==> config.mk <==
export PLATFORM = sky130hd
export DESIGN_NAME = shift_step_ctrl
export DESIGN_NICKNAME = d
export VERILOG_FILES = /design/src/rtl/shift_pkg.sv /design/src/rtl/key_debounce.sv /design/src/rtl/shift_step_ctrl.sv
export SDC_FILE = /design/constraint.sdc
export NUM_CORES = 1
export LEC_CHECK = 0
export ABC_AREA = 1
export CORE_ASPECT_RATIO = 1.5
export CORE_UTILIZATION = 25
export DETAILED_ROUTE_END_ITERATION = 7
export PLACE_DENSITY_LB_ADDON = 0.3
export REMOVE_ABC_BUFFERS = 1
export SLEW_MARGIN = 20
export SYNTH_ARGS = -nofsm -noshare
export SYNTH_HDL_FRONTEND = slang
export SYNTH_SLANG_ARGS = --single-unit
==> constraint.sdc <==
create_clock -name clk -period 4.2 [get_ports clk]
set_input_delay 0.63 -clock clk [delete_from_list [all_inputs] [get_ports clk]]
set_output_delay 0.63 -clock clk [all_outputs]
set_load 0.01 [all_outputs]
==> src/rtl/shift_pkg.sv <==
// shift_pkg: mode codes and select type shared by the step controller and the shift stage
package shift_pkg;
  typedef logic [3:0] sel_t;
  typedef enum logic [3:0] {
    SEL_CLR  = 4'd0,
    SEL_LOAD = 4'd1,
    SEL_SRL  = 4'd2,
    SEL_SLL  = 4'd3,
    SEL_SRA  = 4'd4,
    SEL_SRIN = 4'd5,
    SEL_ROR  = 4'd6,
    SEL_ROL  = 4'd7,
    SEL_RAND = 4'd8
  } sel_code_e;
  localparam sel_t SEL_MAX = 4'd8;
endpackage

==> src/rtl/key_debounce.sv <==
// key_debounce: 2-FF synchronizer, stability counter and one-cycle press pulse for an active-low key
module key_debounce #(
  parameter int DEBOUNCE_CYCLES = 1_000_000
) (
  input  logic clk,
  input  logic rst_n,
  input  logic key,
  output logic press
);
  localparam int CW = $clog2(DEBOUNCE_CYCLES + 1);
  logic s1, s2, level, done;
  logic [CW-1:0] cnt;
  assign done = (s2 != level) && (cnt == CW'(DEBOUNCE_CYCLES - 1));
  always_ff @(posedge clk or negedge rst_n) begin
    if (!rst_n) begin
      s1    <= 1'b1;
      s2    <= 1'b1;
      level <= 1'b1;
      cnt   <= '0;
      press <= 1'b0;
    end else begin
      s1    <= key;
      s2    <= s1;
      cnt   <= (s2 == level || done) ? '0 : cnt + 1'b1;
      level <= done ? s2 : level;
      press <= done && !s2;
    end
  end
endmodule

==> src/rtl/shift_step_ctrl.sv <==
// shift_step_ctrl: turns debounced key presses or an auto-run timer into step_en pulses with a captured mode bundle
module shift_step_ctrl
  import shift_pkg::*;
#(
  parameter int DEBOUNCE_CYCLES = 1_000_000,
  parameter int AUTO_PERIOD     = 25_000_000
) (
  input  logic       clk,
  input  logic       rst_n,
  input  logic       key_step,
  input  logic       key_auto,
  input  logic [3:0] sw_mode,
  input  logic [7:0] sw_data,
  input  logic       sw_left,
  output logic       step_en,
  output logic [3:0] select,
  output logic [7:0] in_data,
  output logic       in_left,
  output logic       auto_on,
  output logic       bad_mode
);
  localparam int TW = $clog2(AUTO_PERIOD);
  logic step_press, auto_press, tick, wrap, req, ok, issue, auto_nxt;
  logic [TW-1:0] tmr;
  key_debounce #(.DEBOUNCE_CYCLES(DEBOUNCE_CYCLES)) u_step (
    .clk(clk), .rst_n(rst_n), .key(key_step), .press(step_press)
  );
  key_debounce #(.DEBOUNCE_CYCLES(DEBOUNCE_CYCLES)) u_auto (
    .clk(clk), .rst_n(rst_n), .key(key_auto), .press(auto_press)
  );
  assign wrap = tmr == TW'(AUTO_PERIOD - 1);
  // a toggle press beats a coincident timer tick; clear/load end auto-run after one step
  always_comb begin
    req      = auto_on ? tick && !auto_press : step_press;
    ok       = sw_mode <= SEL_MAX;
    issue    = req && ok;
    auto_nxt = auto_press ? !auto_on : auto_on && !(issue && sw_mode <= sel_t'(SEL_LOAD));
  end
  always_ff @(posedge clk or negedge rst_n) begin
    if (!rst_n) begin
      tmr      <= '0;
      tick     <= 1'b0;
      auto_on  <= 1'b0;
      step_en  <= 1'b0;
      bad_mode <= 1'b0;
      select   <= '0;
      in_data  <= '0;
      in_left  <= 1'b0;
    end else begin
      tmr      <= (!auto_on || auto_press || wrap) ? '0 : tmr + 1'b1;
      tick     <= auto_on && wrap;
      auto_on  <= auto_nxt;
      step_en  <= issue;
      bad_mode <= req && !ok;
      if (issue) begin
        select  <= sw_mode;
        in_data <= sw_data;
        in_left <= sw_left;
      end
    end
  end
endmodule

== Yosys cells after proc, flatten, opt, wreduce, memory -nomap -nowiden ==
Index checks and enable logic that the tools add are counted.

* Equality and inequality tests: 7
* Add/subtract/negate cells: 3
* $lt $le $gt $ge: 2
* Reductions and logical operators: 20
* Muxes and demuxes: 5

{| class="wikitable"
|+ Operators by type and width
! operator !! number
|-
| $add A20 B1 Y20 const B || 2
|-
| $eq A20 B20 Y1 const B || 2
|-
| $mux W20 || 2
|-
| $add A25 B1 Y25 const B || 1
|-
| $eq A25 B25 Y1 const B || 1
|-
| $mux W25 || 1
|-
| $logic_and A1 B1 Y1 || 10
|-
| $logic_not A1 Y1 || 6
|-
| $le A4 B1 Y1 const B || 1
|-
| $le A4 B4 Y1 const B || 1
|-
| $logic_or A1 B1 Y1 || 4
|-
| $eq A1 B1 Y1 || 2
|-
| $mux W1 || 2
|-
| $ne A1 B1 Y1 || 2
|}

* Logic and storage cells: 55
* Input port bits: 17
* Output and inout bits: 16
* Register bits after elaboration: 90

== Longest topological paths before layout ==
* Word-level depth: 8
* Mapped depth: 9
* Gate-level depth less buffers: 9

== Modules after synthesis ==
A second synthesis with hierarchy kept.

* Cells, all modules: 633
* Area total of the unflattened synthesis: 4749.6 um^2

{| class="wikitable"
|+ By module, submodules not included
! module !! instances !! cells each !! area an instance (um^2) !! sequential area each (um^2)
|-
| key_debounce || 2 || 177 || 1316.3 || 604.3
|-
| shift_step_ctrl || 1 || 279 || 2117.0 || 1051.0
|}

== Worst setup path after synthesis ==
OpenSTA, ideal clock, no wires.

* Path kind: reg-to-reg
* Start: register u_auto.cnt[0]
* End: register u_auto.cnt[15]
* Period minus slack after synthesis: 1.418 ns
* Path buffers: 1
* Required time: 4.084 ns
* Data arrival time: 1.303 ns
* Setup time: 0.116 ns
* Path slack: 2.782 ns
* Cell stages (with the launch flop): 8
* Cell sequence: dfrtp_1 -> ha_1 -> nand2_1 -> nor2_2 -> nand3_1 -> nand2_2 -> buf_6 -> nor2_1

* Longest elaborated chain between the ends: 4
* Elaborated cells between the ends (all ways): 5
* Those cells by class: add/sub: 1; eq/ne: 1; mux: 1; reduce/logical: 2

{| class="wikitable"
|+ Ends and longest elaborated chain
! element !! RTL line !! RTL
|-
| start: declaration || key_debounce.sv:12 || <nowiki>logic [CW-1:0] cnt;</nowiki>
|-
| start signal: assignment || key_debounce.sv:24 || <nowiki>cnt <= (s2 == level || done) ? '0 : cnt + 1'b1;</nowiki>
|-
| branches (longest 3 deep; another with $add A20 B1 Y20) || -- ||
|-
| $mux W20 * || key_debounce.sv:24 ||
|}

Every way passes the cells marked *.
A chain may end at the register's enable or synchronous reset.

== Worst setup path in the final report ==
* Start: input sw_mode[1]
* End: register select[3]

* Longest elaborated chain between the ends: 2

{| class="wikitable"
|+ Ends and longest elaborated chain
! element !! RTL line !! RTL
|-
| start: declaration || shift_step_ctrl.sv:12 || <nowiki>input logic [3:0] sw_mode,</nowiki>
|-
| $le A4 B4 Y1 || shift_step_ctrl.sv:35 || <nowiki>ok = sw_mode <= SEL_MAX;</nowiki>
|-
| $logic_and A1 B1 Y1 || shift_step_ctrl.sv:36 || <nowiki>issue = req && ok;</nowiki>
|-
| end signal: assignment || shift_step_ctrl.sv:56 || <nowiki>select <= sw_mode;</nowiki>
|-
| end: declaration || shift_step_ctrl.sv:16 || <nowiki>output logic [3:0] select,</nowiki>
|}

Every way passes these cells.

==> summary.md <==
• **outcome** completed
• **first-pass GRT wire length** 18510 um
• **mean post-synth cell area** 7.320 um2
• **aggregate routed wire length** 10790 um
• **Tot Pwr** 1.697 mW
• **leakage power of the design** 2.495 nW
• **setup TNS** 0 ns
• **instance area after placement** 5268 um2
• **Max Clk Rate** 0.4834 GHz
• **antenna violations before repair** 0
• **unrepaired setup endpoints after global routing** no
• **number of setup violations in the final report** 0
• **share of the clock period used by the worst path after layout** 49.25%
• **top cell type by total area after synthesis** dfrtp_1
• **buffer and inverter count on the worst path** 2
• **CTS clk-pin slew, worst paths** 0.07 ns
• **Die Y** 169.7 um
• **root cell of the clock tree** clkbuf_16
• **startpoint of the lowest-slack register-to-register path** u_auto.cnt[0]
• **final routed wire length divided by cell count** 11.54 um
• **P per Cell Area** 306.0 nW/um2
• **WHS Path Cells** 0
• **Worst R2R Setup Slack** 2.41 ns
• **final critical path time including I/O delays and setup** 2.069 ns
• **top-area cell type share of the netlist area** 44.87%
• **number of hold buffers added after cts** 0
• **Crit Path Class** in -> reg
• **largest net degree at the start of global routing** 68
• **area of the core region** 18470 um2
• **Cell Rows** 61
• **vias in the first global route** 3732
• **critical path startpoint category** input port
• **global-route total usage across every layer** 12.29%
• **utilization after layout** 30.03%
• **number of antenna diodes** 0
• **share of cells above drive strength 1** 5.124%
• **initial drt markers** 183
• **capturing point of the worst reg2reg path** u_auto.cnt[13]
• **Worst Min Path Start** u_step.s1
• **data arrival at the endpoint of the critical path** 2.30 ns
• **max-capacitance violation count** 0
• **starting utilization of the core area** 25.36%
• **final weighted congestion of routability-driven global placement** 0.8409
• **Post-Layout Cell Count** 935
• **cell area after technology mapping** 4684 um2
• **DP HPWL** 7953 um
• **synthesized flop and latch total** 90
• **Post-CTS Setup Inserts** 0
• **TritonCTS clock tree** done
• **number of inserted filler cells in the final layout** 2058
• **post-DR vias/cell** 4.061
• **H-tree levels** 3
• **Min-Delay Endpoint** u_step.s2
• **maximum root-to-sink buffer count** 2
• **Syn Inst Count** 640
• **fin. max-slew vios** 0
• **number of gates resized after CTS** 0
• **Worst slew margin** 41.79%
• **# clock sinks** 90
• **timing startpoint of the critical path** sw_mode[1]
• **die width** 113.8 um
• **drt pass-1 iters** 4
• **number of top-level pins** 33
• **kind of cell adding the most delay to the critical path** buffers and inverters
• **Hold Fails Final Rpt** 0
• **TritonCTS buffer count** 9
• **layout overhead on the synthesized area** 18.40%
• **antenna-violating nets left** 0
• **clk_lat worst skew** 0.34 ns
• **total non-filler cell area in the finished layout** 5547 um2
• **worst hold path class** reg -> reg
• **Unique masters post-synth** 25
• **Peak VDD IR** 168.5 uV
• **routed via count** 3797
• **list of cells traversed by the critical path** clkdlybuf4s50_1 > nor2_1 > nand2_1 > nand2_1 > nand2_1 > inv_1 > nor2_1 > nor2_1
• **transition at the pin with the smallest max-transition slack** 0.8732 ns
• **required time at the endpoint of the critical path** 4.43 ns
• **Worst R2R Path Depth** 6
• **number of cells in the design after placement** 919
• **largest stage delay on the critical path** 0.47 ns
• **kind of end point of the critical path** register
• **# nets final** 698
• **fraction of the yosys area taken by sequential cells** 48.24%
• **global route overflow** 0
• **Warnings, synthesis** 0
• **PortBufs** 32
• **post-route clock skew** 0.007310 ns
• **crit path max-delay cell type** clkdlybuf4s50_1
• **floorplan die area** 19300 um2
• **maximum fanout count along the critical path** 14
• **number of remaining DRC errors** 0
• **synth top area cells** dfrtp_1 (45%), nand2_1 (17%), nor2_1 (13%)
==> Yosys cell counts <==
master    instances
a21oi_1           4
dfstp_2           6
nand2_2           3
o21ai_0           3
clkbuf_1          1
dfrtp_1          84
nor3_1            5
xnor2_1          15
o22ai_1           2
o21bai_1          3
ha_1              3
nand2_1         207
nor3b_1           1
buf_2             1
inv_1            73
nand2_4           1
nand3_1          35
nor2_1          159
or2_2             1
nand3_2           2
nor2_2            5
xor2_1           19
nand4_1           3
buf_8             1
buf_6             3
==> through the flow <==
stage	setup slack, ns	hold WS, ns
after global routing	1.876	0.3616
after floorplan	2.653	0.3344
after CTS	2.100	0.3564
after detailed placement	1.723	0.3468
after global placement	1.779	0.3470
final	2.131	0.3556
==> power breakdown <==
| part | leakage [nW] | total, mW | internal (mW) | switching (mW) |
|---|---|---|---|---|
| sequential | 1.21 | 0.880 | 0.874 | 0.00526 |
| combinational | 1.15 | 0.0511 | 0.0187 | 0.0324 |
| clock | 0.130 | 0.766 | 0.409 | 0.357 |
| total | 2.50 | 1.70 | 1.30 | 0.395 |
==> flip-flops by register name, summed over array words and instances (netlist names), 4 cells and up <==
register,flops
in_data,8
select,4
tmr,25
u_auto.cnt,20
u_step.cnt,20
==> layout make-up <==
type	instances	area [um2]	area share (%)
Clock inverter	6	50.05	0.9023
Tap cell	252	315.3	5.685
Inverter	73	274.0	4.940
Clock buffer	10	229.0	4.128
Multi-Input combinational cell	471	2093	37.74
Timing Repair Buffer	33	325.3	5.865
Sequential cell	90	2260	40.74
==> worst register-to-register path: cells and delay by family (launching register included) <==
family | cells | cell delay (ns)
AND/OR/NAND/NOR | 5 | 1.05
adder cells (fa/ha/maj) | 1 | 0.19
flip-flops | 1 | 0.42
==> layout by cell type (no fill, tap or decap) <==
master,count
nand3_1,35
nor3_1,5
dfstp_2,6
nor2_2,5
o21bai_1,3
clkdlybuf4s50_1,31
a21oi_1,4
nor3b_1,1
xor2_1,19
inv_1,73
nand2_4,1
clkinvlp_4,2
ha_1,3
xnor2_1,15
nand2_1,207
dfrtp_1,84
buf_4,2
o22ai_1,2
nand4_1,3
inv_6,3
nand2_2,3
nand3_2,2
clkbuf_1,1
clkbuf_16,9
nor2_1,159
clkinv_4,1
or2_2,1
o21ai_0,3
==> worst max path at each step <==
| stage | end | slack, ns | cells after the start |
|---|---|---|---|
| floorplan | select[3] | 2.65 | 7 |
| global placement | select[3] | 1.78 | 8 |
| detailed placement | select[3] | 1.72 | 8 |
| CTS | select[3] | 2.10 | 8 |
| global route | in_left | 1.88 | 8 |
| finish | select[3] | 2.13 | 8 |
==> cell families after synthesis <==
group / share of synthesized area [%]
buffers and inverters: 7.078
AOI/OAI and AO/OA: 1.496
adders and majority gates: 0.8014
DFF: 48.24
and+or+nand+nor: 36.03
xor gates and xnor gates: 6.357
==> routing by layer <==
metal  global-route usage (%)  vias up  part of all wire [%]
met2                    21.37       42                    51
li1                         -     2003                     -
met1                    15.02     1739                    44
met4                    4.405        0                   1.9
met5                        0        -                     0
met3                    2.250       13                   2.9
(Power assumes the default switching activity.)
